<file path="config.mk">
export PLATFORM = sky130hd
export DESIGN_NAME = switch_counter
export DESIGN_NICKNAME = d
export VERILOG_FILES = /design/src/rtl/switch_counter_pkg.sv /design/src/rtl/switch_counter_tick_gen.sv /design/src/rtl/switch_counter.sv
export SDC_FILE = /design/constraint.sdc
export NUM_CORES = 1
export LEC_CHECK = 0
export ABC_AREA = 1
export CAP_MARGIN = 20
export CORE_MARGIN = 2
export CORE_UTILIZATION = 45
export DETAILED_ROUTE_END_ITERATION = 8
export GPL_TIMING_DRIVEN = 0
export PLACE_DENSITY = 0.84
export SLEW_MARGIN = 20
export SYNTH_ARGS = -nofsm -noshare
export SYNTH_HDL_FRONTEND = slang
export SYNTH_SLANG_ARGS = --single-unit
</file>
<file path="constraint.sdc">
create_clock -name clk_2 -period 2.4 [get_ports clk_2]
set_input_delay 0.24 -clock clk_2 [delete_from_list [all_inputs] [get_ports clk_2]]
set_output_delay 0.24 -clock clk_2 [all_outputs]
set_load 0.01 [all_outputs]
</file>
<file path="src/rtl/switch_counter_pkg.sv">
// Shared types for the switch-controlled board counter.
package switch_counter_pkg;

  typedef enum logic [1:0] {
    MODE_HOLD = 2'b00,
    MODE_UP   = 2'b01,
    MODE_DOWN = 2'b10,
    MODE_LOAD = 2'b11
  } mode_t;

endpackage

</file>
<file path="src/rtl/switch_counter_tick_gen.sv">
// Programmable prescaler: a one-cycle registered tick every DIV clk_2 cycles.
module tick_gen #(
  parameter int DIV = 1
) (
  input  logic clk_2,
  input  logic reset,
  input  logic clr,
  output logic tick
);

  localparam int PW = (DIV > 1) ? $clog2(DIV) : 1;
  localparam logic [PW-1:0] LAST = PW'(DIV - 1);

  logic [PW-1:0] pre_q, pre_d;
  logic          tick_q, tick_d;

  // clr restarts the period so the first tick after it lands DIV edges later
  always_comb begin
    pre_d  = pre_q + PW'(1);
    tick_d = 1'b0;
    if (clr) begin
      pre_d = '0;
    end else if (pre_q == LAST) begin
      pre_d  = '0;
      tick_d = 1'b1;
    end
  end

  always_ff @(posedge clk_2) begin
    if (reset) begin
      pre_q  <= '0;
      tick_q <= 1'b0;
    end else begin
      pre_q  <= pre_d;
      tick_q <= tick_d;
    end
  end

  assign tick = tick_q;

endmodule

</file>
<file path="src/rtl/switch_counter.sv">
// Board counter with hold/up/down/load modes, advanced by prescaler tick or a
// synchronised step button; wraps or saturates at its limits.
module switch_counter
  import switch_counter_pkg::*;
#(
  parameter int NBITS    = 8,
  parameter int DIV      = 1,
  parameter int SATURATE = 0
) (
  input  logic             clk_2,
  input  logic             reset,
  input  logic [1:0]       mode,
  input  logic [NBITS-1:0] load_val,
  input  logic             use_step,
  input  logic             step,
  output logic [NBITS-1:0] count,
  output logic             tick,
  output logic             limit
);

  if (DIV < 1) begin : g_bad_div
    $error("switch_counter: DIV must be >= 1");
  end
  if (NBITS < 2) begin : g_bad_nbits
    $error("switch_counter: NBITS must be >= 2");
  end

  localparam logic [NBITS-1:0] MAX = '1;

  mode_t            modeSel;
  logic             tickPulse;
  logic             s1_q, s2_q, sq_q;
  logic             stepRise;
  logic             advance;
  logic [NBITS-1:0] count_q, count_d;
  logic             limit_q, limit_d;

  assign modeSel = mode_t'(mode);

  tick_gen #(.DIV(DIV)) u_tick_gen (
    .clk_2 (clk_2),
    .reset (reset),
    .clr   (modeSel == MODE_LOAD),
    .tick  (tickPulse)
  );

  // Two flops for metastability, a third to find the rising edge of the button
  always_ff @(posedge clk_2) begin
    if (reset) begin
      s1_q <= 1'b0;
      s2_q <= 1'b0;
      sq_q <= 1'b0;
    end else begin
      s1_q <= step;
      s2_q <= s1_q;
      sq_q <= s2_q;
    end
  end

  assign stepRise = s2_q & ~sq_q;
  assign advance  = use_step ? stepRise : tickPulse;

  always_comb begin
    count_d = count_q;
    limit_d = 1'b0;
    unique case (modeSel)
      MODE_UP: begin
        if (advance) begin
          if (count_q == MAX) begin
            limit_d = 1'b1;
            count_d = (SATURATE != 0) ? MAX : '0;
          end else begin
            count_d = count_q + NBITS'(1);
          end
        end
      end
      MODE_DOWN: begin
        if (advance) begin
          if (count_q == '0) begin
            limit_d = 1'b1;
            count_d = (SATURATE != 0) ? '0 : MAX;
          end else begin
            count_d = count_q - NBITS'(1);
          end
        end
      end
      MODE_LOAD: count_d = load_val;
      default:   count_d = count_q;
    endcase
  end

  always_ff @(posedge clk_2) begin
    if (reset) begin
      count_q <= '0;
      limit_q <= 1'b0;
    end else begin
      count_q <= count_d;
      limit_q <= limit_d;
    end
  end

  assign count = count_q;
  assign tick  = tickPulse;
  assign limit = limit_q;

endmodule

</file>
==> metrics.log <==
[metrics] global-route usage over all layers: 20.2%
[metrics] Vias per Instance: 4.96
[metrics] Worst setup EP type: flip-flop
[metrics] RD Place Congestion: ~0.95
[metrics] number of global-route vias before repair: 993
[metrics] Comb power frac: 38.4%
[metrics] share of the synthesized area in compound gates (AO/OA/AOI/OAI): around 13%
[metrics] r2r startpoint: count[0]
[metrics] XOR/XNOR Fraction of Synth Area: 2.34%
[metrics] # rows: 18
[metrics] mean instance size in the synthesized netlist: 6.56 um^2
[metrics] count of final hold-check violations: 0
[metrics] final clock period utilization by the worst path: 68.1%
[metrics] H-tree level count: 1
[metrics] switching share of power: between 30% and 40%
[metrics] simple-gate area share of the yosys netlist: 38.9%
[metrics] global-route wire length before repair: 4200 um
[metrics] internal portion of total power: 0.470 mW
[metrics] remaining global-route overflow: 0
[metrics] CTS tree: built
[metrics] clock insertion delay at the later pin of the skew report: roughly 0.29 ns
[metrics] ranking of synthesized cells by instance count: nand2_1, inv_1, nor2_1, nand3_1, dfxtp_1
[metrics] capturing instance or port of the critical path: count[0]
[metrics] I/O pin count: 24
[metrics] critical path data arrival time: approximately 1.8 ns
[metrics] mux cell area share after synthesis: 0%
[metrics] number of buffers created by CTS: 3
[metrics] number of remaining DRC errors: 0
[metrics] yosys synthesis warning count: 0
[metrics] Routed Antenna Nets: 0
[metrics] startpoint types: input port
[metrics] slack of the critical path: 0.765 ns
[metrics] Fill cells: 234
[metrics] cell depth of the worst flop-to-flop path: 10
[metrics] classification of the worst-slack hold path: in2reg
[metrics] share of synthesized cell area in full adder, half adder and majority cells: 6.69%
[metrics] number of distinct library cell variants in the gate-level netlist after synthesis: 25
[metrics] highest net fanout along the worst path: 8
[metrics] placed wire-length estimate: around 1900 um
[metrics] final hold slack: around 0.30 ns
[metrics] Die Outline Area: 0.00291 mm^2
[metrics] post-layout instance area: roughly 0.0014 mm^2
[metrics] number of I/O port buffers: 22
[metrics] number of hold buffers added after CTS: 0
[metrics] endpoint of the lowest-slack register-to-register path: count[0]
[metrics] floorplan die height: between 50 and 60 um
[metrics] sequential-to-total area share from yosys stat: approximately a quarter
[metrics] fraction of layout cells with a size suffix above 1: 17.3%
[metrics] instance area after placement: 0.00138 mm^2
[metrics] post-CTS setup buffer count: 0
[metrics] worst setup slack before clock tree synthesis: roughly 0.46 ns
[metrics] maximum vdd ir drop: 0.000476 V
[metrics] startpoint-to-endpoint class of the critical path: in2reg
[metrics] clock transition at the registers of the reported paths: 0.10 ns
[metrics] Setup Skew: ~0.0034 ns
[metrics] maximum number of pins on one net before global-route repair: 11
[metrics] die outline width: 53.9 um
[metrics] Initial DRC Count: 30
[metrics] total detailed-routing wirelength: 2490 um
[metrics] reg2reg setup slack: 0.82 ns
[metrics] largest cells by area after synthesis: dfxtp_1, nand2_1, inv_1, ha_1, nand3_1
[metrics] final count of pins violating max slew: 0
[metrics] setup repair after global routing missed its margin: no
[metrics] TritonRoute pass-1 iters: 4
[metrics] cell leakage power: 0.661 nW
[metrics] total number of clock tree sinks: 14
[metrics] required arrival time at the worst endpoint: 2.59 ns
[metrics] number of max-cap violations: 0
[metrics] NetSw: approximately 0.27 mW
[metrics] cells resized by post-CTS repair: 0
[metrics] Ant. Diodes: 0
[metrics] combined area of all synthesized cells: 0.00112 mm^2
[metrics] combinational family with the most area after synthesis: simple AND/OR/NAND/NOR gates
[metrics] nets: 218
[metrics] most numerous cell in the Yosys netlist: nand2_1
[metrics] Bufs on Longest Clock Path: 2
[metrics] run status: complete, no violations
[metrics] min Tclk post-route: 1.64 ns
[metrics] maximum clock frequency: just over 600 MHz
[metrics] top-area cell type share of the netlist area: 25.0%
[metrics] relative contribution of the clock network to total power: 24.6%
[metrics] Yosys reg bits: 14
[metrics] share of total power in sequential cells: 37.0%
[metrics] core outline area: 0.00241 mm^2
[metrics] post-route setup TNS: 0 ns
[metrics] Layout Area Growth over Synthesis: 26.2%
[metrics] net count after synthesis: 191
[metrics] clock root cell: clkbuf_4
[metrics] power density over cell area: between 500 and 600 mW/mm^2
[metrics] share of synthesized registers carrying an async set or reset: 0%
[metrics] Final Core Density: roughly three fifths
[metrics] WL per Instance: 11.0 um
[metrics] area occupied by registers: about 280 um^2
[metrics] vias after detailed routing: 1126
[metrics] post-synthesis cell count: 171
[metrics] initial cell density of the core: 46.6%
[metrics] antenna violations before repair: 0
[metrics] Top FF cell, synth: dfxtp_1
[metrics] largest area contributor in the synthesized netlist: dfxtp_1
[metrics] number of enable flip-flop cells after synthesis: 0
[metrics] area taken by multi-input logic gates: 683 um^2
[metrics] launch point of the critical path: mode[0]
[metrics] Setup Viol. Count Final: 0
## flip-flops by register name (all words and copies together), names as in the netlist
| name | count |
|---|---|
| count | 8 |
| limit | 1 |
| s1_q | 1 |
| s2_q | 1 |
| sq_q | 1 |
| u_tick_gen.pre_q | 1 |
| u_tick_gen.tick | 1 |
## through the flow
| step | std cells | power [mW] |
|---|---|---|
| global route | 227 | 0.784 |
| detailed placement | 223 | 0.558 |
| floorplan | 171 | 0.468 |
| global placement | 223 | 0.553 |
| finish | 227 | 0.735 |
| CTS | 227 | 0.736 |
## per-layer routing
layer	up-vias	global-route usage [%]	routed length, um
met4	0	6.41	23
li1	587	-	-
met2	31	34.8	1160
met1	504	24.5	1160
met3	4	5.00	142
met5	-	0	0
## worst min-delay path by stage
| stage | slack [ns] | endpoint | start | cells past startpoint |
|---|---|---|---|---|
| 2_1_floorplan | 0.35 | s1_q | step | 2 |
| 3_3_place_gp | 0.38 | u_tick_gen.tick | u_tick_gen.pre_q | 1 |
| 3_5_place_dp | 0.39 | u_tick_gen.tick | u_tick_gen.pre_q | 1 |
| 4_1_cts | 0.31 | s1_q | reset | 2 |
| 5_1_grt | 0.36 | s1_q | reset | 2 |
| 6_report | 0.30 | s1_q | reset | 2 |
## cells by family (layout without fill, tap and decap cells)
family | after synthesis | in the layout
adder cells (fa/ha/maj) | 6 | 6
buffers and inverters | 34 | 60
XOR/XNOR | 3 | 3
AO/OA/AOI/OAI | 25 | 25
other | 1 | 1
flip-flops | 14 | 14
AND/OR/NAND/NOR | 88 | 88
## worst max-delay path, cell delays in order
cell and delay, ns:
clkdlybuf4s50_1 0.51, inv_1 0.07, ha_1 0.23, inv_2 0.10, nand2_1 0.07, nand3_2 0.10
nand2_4 0.09, nor2_1 0.20, nand2_1 0.08, nor2_1 0.09, nor2_1 0.04
## layout make-up
| cell class | instances | share of cell area [%] |
|---|---|---|
| multi-input combinational | 123 | 48.2 |
| timing repair buffer | 22 | 15.5 |
| inverter | 28 | 7.42 |
| tap | 30 | 2.65 |
| buffer | 6 | 3.80 |
| clock buffer | 4 | 2.56 |
| sequential | 14 | 19.8 |
## cells in the final DEF (no fill, tap or decap)
| master | Yosys | final |
|---|---|---|
| conb_1 | 1 | 1 |
| a21oi_1 | 12 | 12 |
| buf_2 | 1 | 1 |
| nand3_2 | 3 | 3 |
| nand2_4 | 1 | 1 |
| a21oi_4 | 1 | 1 |
| clkbuf_4 | 0 | 3 |
| nor2_2 | 7 | 7 |
| ha_1 | 6 | 6 |
| inv_2 | 6 | 6 |
| o21ai_1 | 2 | 2 |
| dfxtp_1 | 14 | 14 |
| a211oi_1 | 1 | 1 |
| nand2_2 | 3 | 3 |
| nor3_1 | 1 | 1 |
| nor2_4 | 4 | 4 |
| buf_6 | 4 | 4 |
| inv_1 | 22 | 22 |
| nand3_1 | 15 | 15 |
| a31oi_1 | 2 | 2 |
| o21ai_0 | 7 | 7 |
| clkdlybuf4s50_1 | 0 | 22 |
| nor2_1 | 16 | 16 |
| nand2_1 | 36 | 36 |
| clkbuf_8 | 0 | 1 |
| xor2_1 | 3 | 3 |
| clkbuf_1 | 1 | 1 |
| nand4_1 | 2 | 2 |
## power by group through the flow
| stage | Sequential [mW] | Clock (mW) | Combinational, mW |
|---|---|---|---|
| 2_1_floorplan | 0.281 | 0 | 0.187 |
| 3_3_place_gp | 0.277 | 0 | 0.276 |
| 3_5_place_dp | 0.277 | 0 | 0.281 |
| 4_1_cts | 0.272 | 0.182 | 0.282 |
| 5_1_grt | 0.275 | 0.194 | 0.315 |
| 6_report | 0.272 | 0.181 | 0.282 |
Note: power is estimated with default switching activity, not from simulation.
